**src/rtl/dds_sweep_ctrl.sv**
```systemverilog
// Frequency-sweep sequencer for the NCO phase accumulator.
// Walks the tuning word from start to stop in fixed steps, holding each point for a programmable dwell.
`timescale 1ns/1ps
module dds_sweep_ctrl #(
  parameter int FW_WIDTH     = 32,
  parameter int DWELL_WIDTH  = 16,
  parameter bit PHASE_CLR_EN = 1'b1
) (
  input  logic                   clk_50M,
  input  logic                   rst,
  input  logic                   cfg_valid,
  output logic                   cfg_ready,
  input  logic [FW_WIDTH-1:0]    cfg_start,
  input  logic [FW_WIDTH-1:0]    cfg_stop,
  input  logic [FW_WIDTH-1:0]    cfg_step,
  input  logic [DWELL_WIDTH-1:0] cfg_dwell,
  input  logic                   cfg_mode,
  input  logic                   start,
  input  logic                   abort,
  output logic [FW_WIDTH-1:0]    freq_word,
  output logic                   freq_valid,
  output logic                   phase_clr,
  output logic                   busy,
  output logic                   done
);

  typedef enum logic {
    IDLE = 1'b0,
    RUN  = 1'b1
  } state_t;

  state_t state, state_nxt;

  logic [FW_WIDTH-1:0]    prof_start, prof_stop, prof_step;
  logic [DWELL_WIDTH-1:0] prof_dwell;
  logic                   prof_mode;
  logic                   dir_up;
  logic [DWELL_WIDTH-1:0] dwell_cnt;

  logic                   cfg_wr;
  logic [FW_WIDTH-1:0]    eff_start, eff_stop;
  logic [DWELL_WIDTH-1:0] dwell_eff;
  logic                   hold_done, last_point;
  logic [FW_WIDTH:0]      up_sum, down_diff;
  logic                   clamp;
  logic [FW_WIDTH-1:0]    next_point;

  logic                   load_first, advance;
  logic [FW_WIDTH-1:0]    freq_nxt;
  logic [DWELL_WIDTH-1:0] cnt_nxt;
  logic                   valid_nxt, pclr_nxt, done_nxt, dir_nxt;

  // A write coinciding with start must launch the sweep with the incoming values.
  assign cfg_wr    = cfg_valid && (state == IDLE);
  assign eff_start = cfg_wr ? cfg_start : prof_start;
  assign eff_stop  = cfg_wr ? cfg_stop  : prof_stop;

  assign dwell_eff  = (prof_dwell == '0) ? DWELL_WIDTH'(1) : prof_dwell;
  assign hold_done  = (dwell_cnt >= dwell_eff);
  assign last_point = (freq_word == prof_stop) || (prof_step == '0);

  // The extra carry/borrow bit catches wrap past either end of the word range.
  assign up_sum     = {1'b0, freq_word} + {1'b0, prof_step};
  assign down_diff  = {1'b0, freq_word} - {1'b0, prof_step};
  assign clamp      = dir_up ? (up_sum[FW_WIDTH] || (up_sum[FW_WIDTH-1:0] > prof_stop))
                             : (down_diff[FW_WIDTH] || (down_diff[FW_WIDTH-1:0] < prof_stop));
  assign next_point = clamp ? prof_stop
                            : (dir_up ? up_sum[FW_WIDTH-1:0] : down_diff[FW_WIDTH-1:0]);

  always_ff @(posedge clk_50M) begin
    if (rst) state <= IDLE;
    else     state <= state_nxt;
  end

  always_comb begin
    state_nxt = state;
    if (abort) begin
      state_nxt = IDLE;
    end else begin
      case (state)
        IDLE:    if (start) state_nxt = RUN;
        RUN:     if (hold_done && last_point && !prof_mode) state_nxt = IDLE;
        default: state_nxt = IDLE;
      endcase
    end
  end

  always_comb begin
    busy       = (state == RUN);
    cfg_ready  = (state == IDLE);
    load_first = (state == IDLE) && start && !abort;
    advance    = (state == RUN) && !abort && hold_done;
    freq_nxt   = freq_word;
    cnt_nxt    = (state == RUN) ? dwell_cnt + DWELL_WIDTH'(1) : dwell_cnt;
    valid_nxt  = 1'b0;
    pclr_nxt   = 1'b0;
    done_nxt   = 1'b0;
    dir_nxt    = dir_up;
    if (load_first) begin
      freq_nxt  = eff_start;
      valid_nxt = 1'b1;
      pclr_nxt  = PHASE_CLR_EN;
      cnt_nxt   = DWELL_WIDTH'(1);
      dir_nxt   = (eff_stop >= eff_start);
    end else if (advance) begin
      cnt_nxt = DWELL_WIDTH'(1);
      if (!last_point) begin
        freq_nxt  = next_point;
        valid_nxt = 1'b1;
      end else if (prof_mode) begin
        freq_nxt  = prof_start;
        valid_nxt = 1'b1;
        pclr_nxt  = PHASE_CLR_EN;
      end else begin
        done_nxt = 1'b1;
      end
    end
  end

  always_ff @(posedge clk_50M) begin
    if (rst) begin
      prof_start <= '0;
      prof_stop  <= '0;
      prof_step  <= '0;
      prof_dwell <= '0;
      prof_mode  <= 1'b0;
      dir_up     <= 1'b1;
      dwell_cnt  <= '0;
      freq_word  <= '0;
      freq_valid <= 1'b0;
      phase_clr  <= 1'b0;
      done       <= 1'b0;
    end else begin
      if (cfg_wr) begin
        prof_start <= cfg_start;
        prof_stop  <= cfg_stop;
        prof_step  <= cfg_step;
        prof_dwell <= cfg_dwell;
        prof_mode  <= cfg_mode;
      end
      dir_up     <= dir_nxt;
      dwell_cnt  <= cnt_nxt;
      freq_word  <= freq_nxt;
      freq_valid <= valid_nxt;
      phase_clr  <= pclr_nxt;
      done       <= done_nxt;
    end
  end

endmodule

```
**config.mk**
```make
export PLATFORM = sky130hd
export DESIGN_NAME = dds_sweep_ctrl
export DESIGN_NICKNAME = d
export VERILOG_FILES = /design/src/rtl/dds_sweep_ctrl.sv
export SDC_FILE = /design/constraint.sdc
export NUM_CORES = 1
export LEC_CHECK = 0
export ABC_AREA = 1
export CORE_MARGIN = 2
export CORE_UTILIZATION = 54
export CTS_BUF_LIST = sky130_fd_sc_hd__clkbuf_2 sky130_fd_sc_hd__clkbuf_4 sky130_fd_sc_hd__clkbuf_8
export DETAILED_ROUTE_END_ITERATION = 10
export GPL_TIMING_DRIVEN = 0
export PLACE_DENSITY_LB_ADDON = 0.25
export SLEW_MARGIN = 20
export SYNTH_ARGS = -nofsm -noshare
export SYNTH_HDL_FRONTEND = slang
export SYNTH_SLANG_ARGS = --single-unit
```
**constraint.sdc**
```tcl
create_clock -name clk_50M -period 3.6 [get_ports clk_50M]
set_clock_uncertainty 0.15 [all_clocks]
set_input_delay 0.36 -clock clk_50M [delete_from_list [all_inputs] [get_ports clk_50M]]
set_output_delay 0.36 -clock clk_50M [all_outputs]
set_load 0.1 [all_outputs]
```
==> impl_metrics.yaml, run 1 <==
clocking:
  root_buffer: "clkbuf_8"
  clock-sinks: 166
  clk-insertion-delay-late_ns: 0.53
  numCtsBuffers: 17
  htreeDepth: 4
  cts_buffer_depth: 2
  clk_pin_slew_ns: 0.10
  tritoncts: "done"
  hold_buffers: 0
logic_synthesis:
  synth.top_cell.area_share_pct: 22.1
  synth_cell_type_count: 51
  synth_fp_nets: 2689
  synthTopCellsByCount: "nand2_1 (631), inv_1 (303), a21oi_1 (257), nor2_1 (208), nand3_1 (197)"
  synth_seq_cells: 166
  synthSimpleGateAreaFrac_pct: 31.9
  async_flop_share_pct: 0
  syn_inst: 2393
  syn_area_per_cell_sq_um: 6.29
  yosys.area.top_type: "dfxtp_1"
  synth_area_sq_um: 15000
  ys_top_cells_by_area: "dfxtp_1 (22%), nand2_1 (16%), ha_1 (15%)"
  yosysWarnings: 0
  muxShareOfSynthArea_pct: 2.40
  synth_edf_count: 0
  synth_ff_type: "dfxtp_1"
  synth.most_common_cell: "nand2_1"
  synth_top_family_by_area: "simple AND/OR/NAND/NOR gates"
  ys_seq_area_share_pct: 22.1
  synth_xor_area_share_pct: 3.03
  yosys.area_share.adder_pct: 14.9
  synth_compound_area_share_pct: 14.6
timing:
  timing.fmax_mhz: 220
  slew_violations: 2
  period_needed_ns: 4.55
  rsz0062_at_grt: "yes"
  relSlewSlack_pct: -19.6
  finalCritPeriodShare_pct: 126
  setup_ws_ns: -0.951
  fin_setup_tns_ns: -29.26
  setup_viol: 36
  worst_pin_slew_ns: 1.78
  fin_hold_ws_ns: 0.159
  hold_viol: 0
power:
  max-vdd-ir-drop_uv: 237
  power_mw: 9.36
  power_density_nw_per_um2: 452
  leakage_nw: 9.89
worst_setup_path:
  critical_path.max_stage_delay_ns: 1.50
  path_max_fanout: 10
  required_ns: 3.86
  cpLargestDelayFamily: "simple AND/OR/NAND/NOR gates"
  arrival_ns: 4.81
  critPathBufInv: 3
  slowest_stage: "nor4_1"
  cpMostUsedCell: "nand2_2"
  end_kind: "register"
  path_class: "register to register"
  crit_chain: "inv_1 > nand4_1 > nor4_1 > nand3_1 > nand2_2 > nand3_2 > nand2_2 > buf_2 > a21oi_1 > nand2_2 > inv_2"
  startpoint_type: "register"
global_route:
  grt_antenna_before_repair: 2
  track_usage_pct: 39.3
  grt_max_degree: 19
  grt_busiest_layer: "met2"
  grt_pass1_wl_mm: 87.5
  use_met2_pct: 62.9
  gr-total-overflow: 0
  first_global_vias: 16400
  grt_util_met1_pct: 50.1
  grtUsageMet3_pct: 6.69
placed_design:
  dp_slack_ns: -0.840
  dp_hpwl_mm: 45.8
  post_dp_cell_area_sq_um: 17100
  place_inst: 2924
  portBuffers: 153
  place_congestion: 0.997
cells_and_area:
  design_area_sq_um: 20700
  areaGrowthSynthToFinish_pct: 37.6
  utilization_pct: 75.0
  regArea_sq_um: 3440
  nFillCells: 2184
  final_nets: 2970
  drive_gt1_share_pct: 26.3
  multi_input_area_sq_um: 12200
  diodes: 0
  layout.cells.non_filler: 3065
detailed_routing:
  ant_nets: 0
  routed_via_density: 5.80
  wirelength_mm: 61.4
  drc: 0
  drtIter0Drc: 1835
  vias: 17800
  first_pass_iters: 9
  wire_per_inst_um: 20.0
min_path:
  hold_class: "primary input to register"
die:
  die_x_um: 171
  initial_core_util_pct: 54.5
  die_h_um: 171
  rows: 61
  die_area_sq_um: 29200
  core-area_sq_um: 27600
  io_pins: 155
outcome:
  status: "complete, but fails checks"
  violations: "max-capacitance violations, max-slew violations, negative setup slack"
flow_run:
  max_cap_violations: 1
-- metal layers --
layer | wire length [um] | part of all wire, % | vias up
li1 | - | - | 8380
met1 | 24800 | 40 | 8208
met2 | 27200 | 44 | 926
met3 | 5770 | 9.4 | 263
met4 | 3690 | 6.0 | 2
met5 | 11 | 0.018 | -
-- what timing repair did --
item                                    in CTS  in global routing
resized for setup                          361                270
cloned                                       3                  0
pin swaps                                   73                111
endpoints found under the setup margin      33                 33
buffers inserted                            77                 32
-- area by class of cell --
| cell class | instances | area share, % |
|---|---|---|
| multi-input cells | 1821 | 59.0 |
| clock buffers | 18 | 1.20 |
| repair buffers | 265 | 11.6 |
| flip-flops and latches | 166 | 16.6 |
| plain buffers | 85 | 2.79 |
| well taps | 378 | 2.28 |
| inverters | 318 | 5.81 |
| clock inverters | 14 | 0.755 |
-- cells in the final DEF, fill, tap and decap left out, types with 94 or more instances in the layout --
cell / n
nand2_1: 506
inv_1: 271
a21oi_1: 198
clkdlybuf4s50_1: 153
nor2_1: 152
ha_1: 143
nand3_1: 132
buf_4: 114
dfxtp_1: 108
nand2_2: 105
o21ai_0: 94
-- where the power goes --
group,internal [mW],switching [mW]
sequential,1.99,0.204
clock,0.539,0.928
combinational,2.19,3.51
total,4.72,4.64
-- worst paths after layout --
path,startpoint,endpoint,slack [ns],cells past startpoint
max,prof_step[31]$_SDFFE_PP0P_,freq_word[8]$_SDFFE_PP0P_,-0.95,11
min reg2reg,prof_dwell[9]$_SDFFE_PP0P_,prof_dwell[9]$_SDFFE_PP0P_,0.34,2
min,rst,prof_start[0]$_SDFF_PP0_,0.16,2
max reg2reg,prof_step[31]$_SDFFE_PP0P_,freq_word[8]$_SDFFE_PP0P_,-0.95,11
-- flip-flops by register name (all words and copies together), names as in the netlist --
signal      cells
busy            1
dir_up          1
done            1
dwell_cnt      16
freq_valid      1
freq_word      32
phase_clr       1
prof_dwell     16
prof_mode       1
prof_start     32
prof_step      32
prof_stop      32
-- logic make-up after synthesis --
kind of cell | Yosys count
xor+xnor | 52
mux | 36
compound gates | 421
fa+ha+maj | 178
simple gates | 1134
buf+inv | 406
flops | 166
No activity file was read; power rests on OpenSTA's default activity.
==> inputs of run 2 (changes only) <==
--- a/config.mk
+++ b/config.mk
@@ -11,6 +11,7 @@
 export CTS_BUF_LIST = sky130_fd_sc_hd__clkbuf_2 sky130_fd_sc_hd__clkbuf_4 sky130_fd_sc_hd__clkbuf_8
 export DETAILED_ROUTE_END_ITERATION = 10
 export GPL_TIMING_DRIVEN = 0
+export HOLD_SLACK_MARGIN = 0.1
 export PLACE_DENSITY_LB_ADDON = 0.25
 export SLEW_MARGIN = 20
 export SYNTH_ARGS = -nofsm -noshare
==> results of run 2 <==
The final DEF is identical to that of run 1; final timing and power are the same.
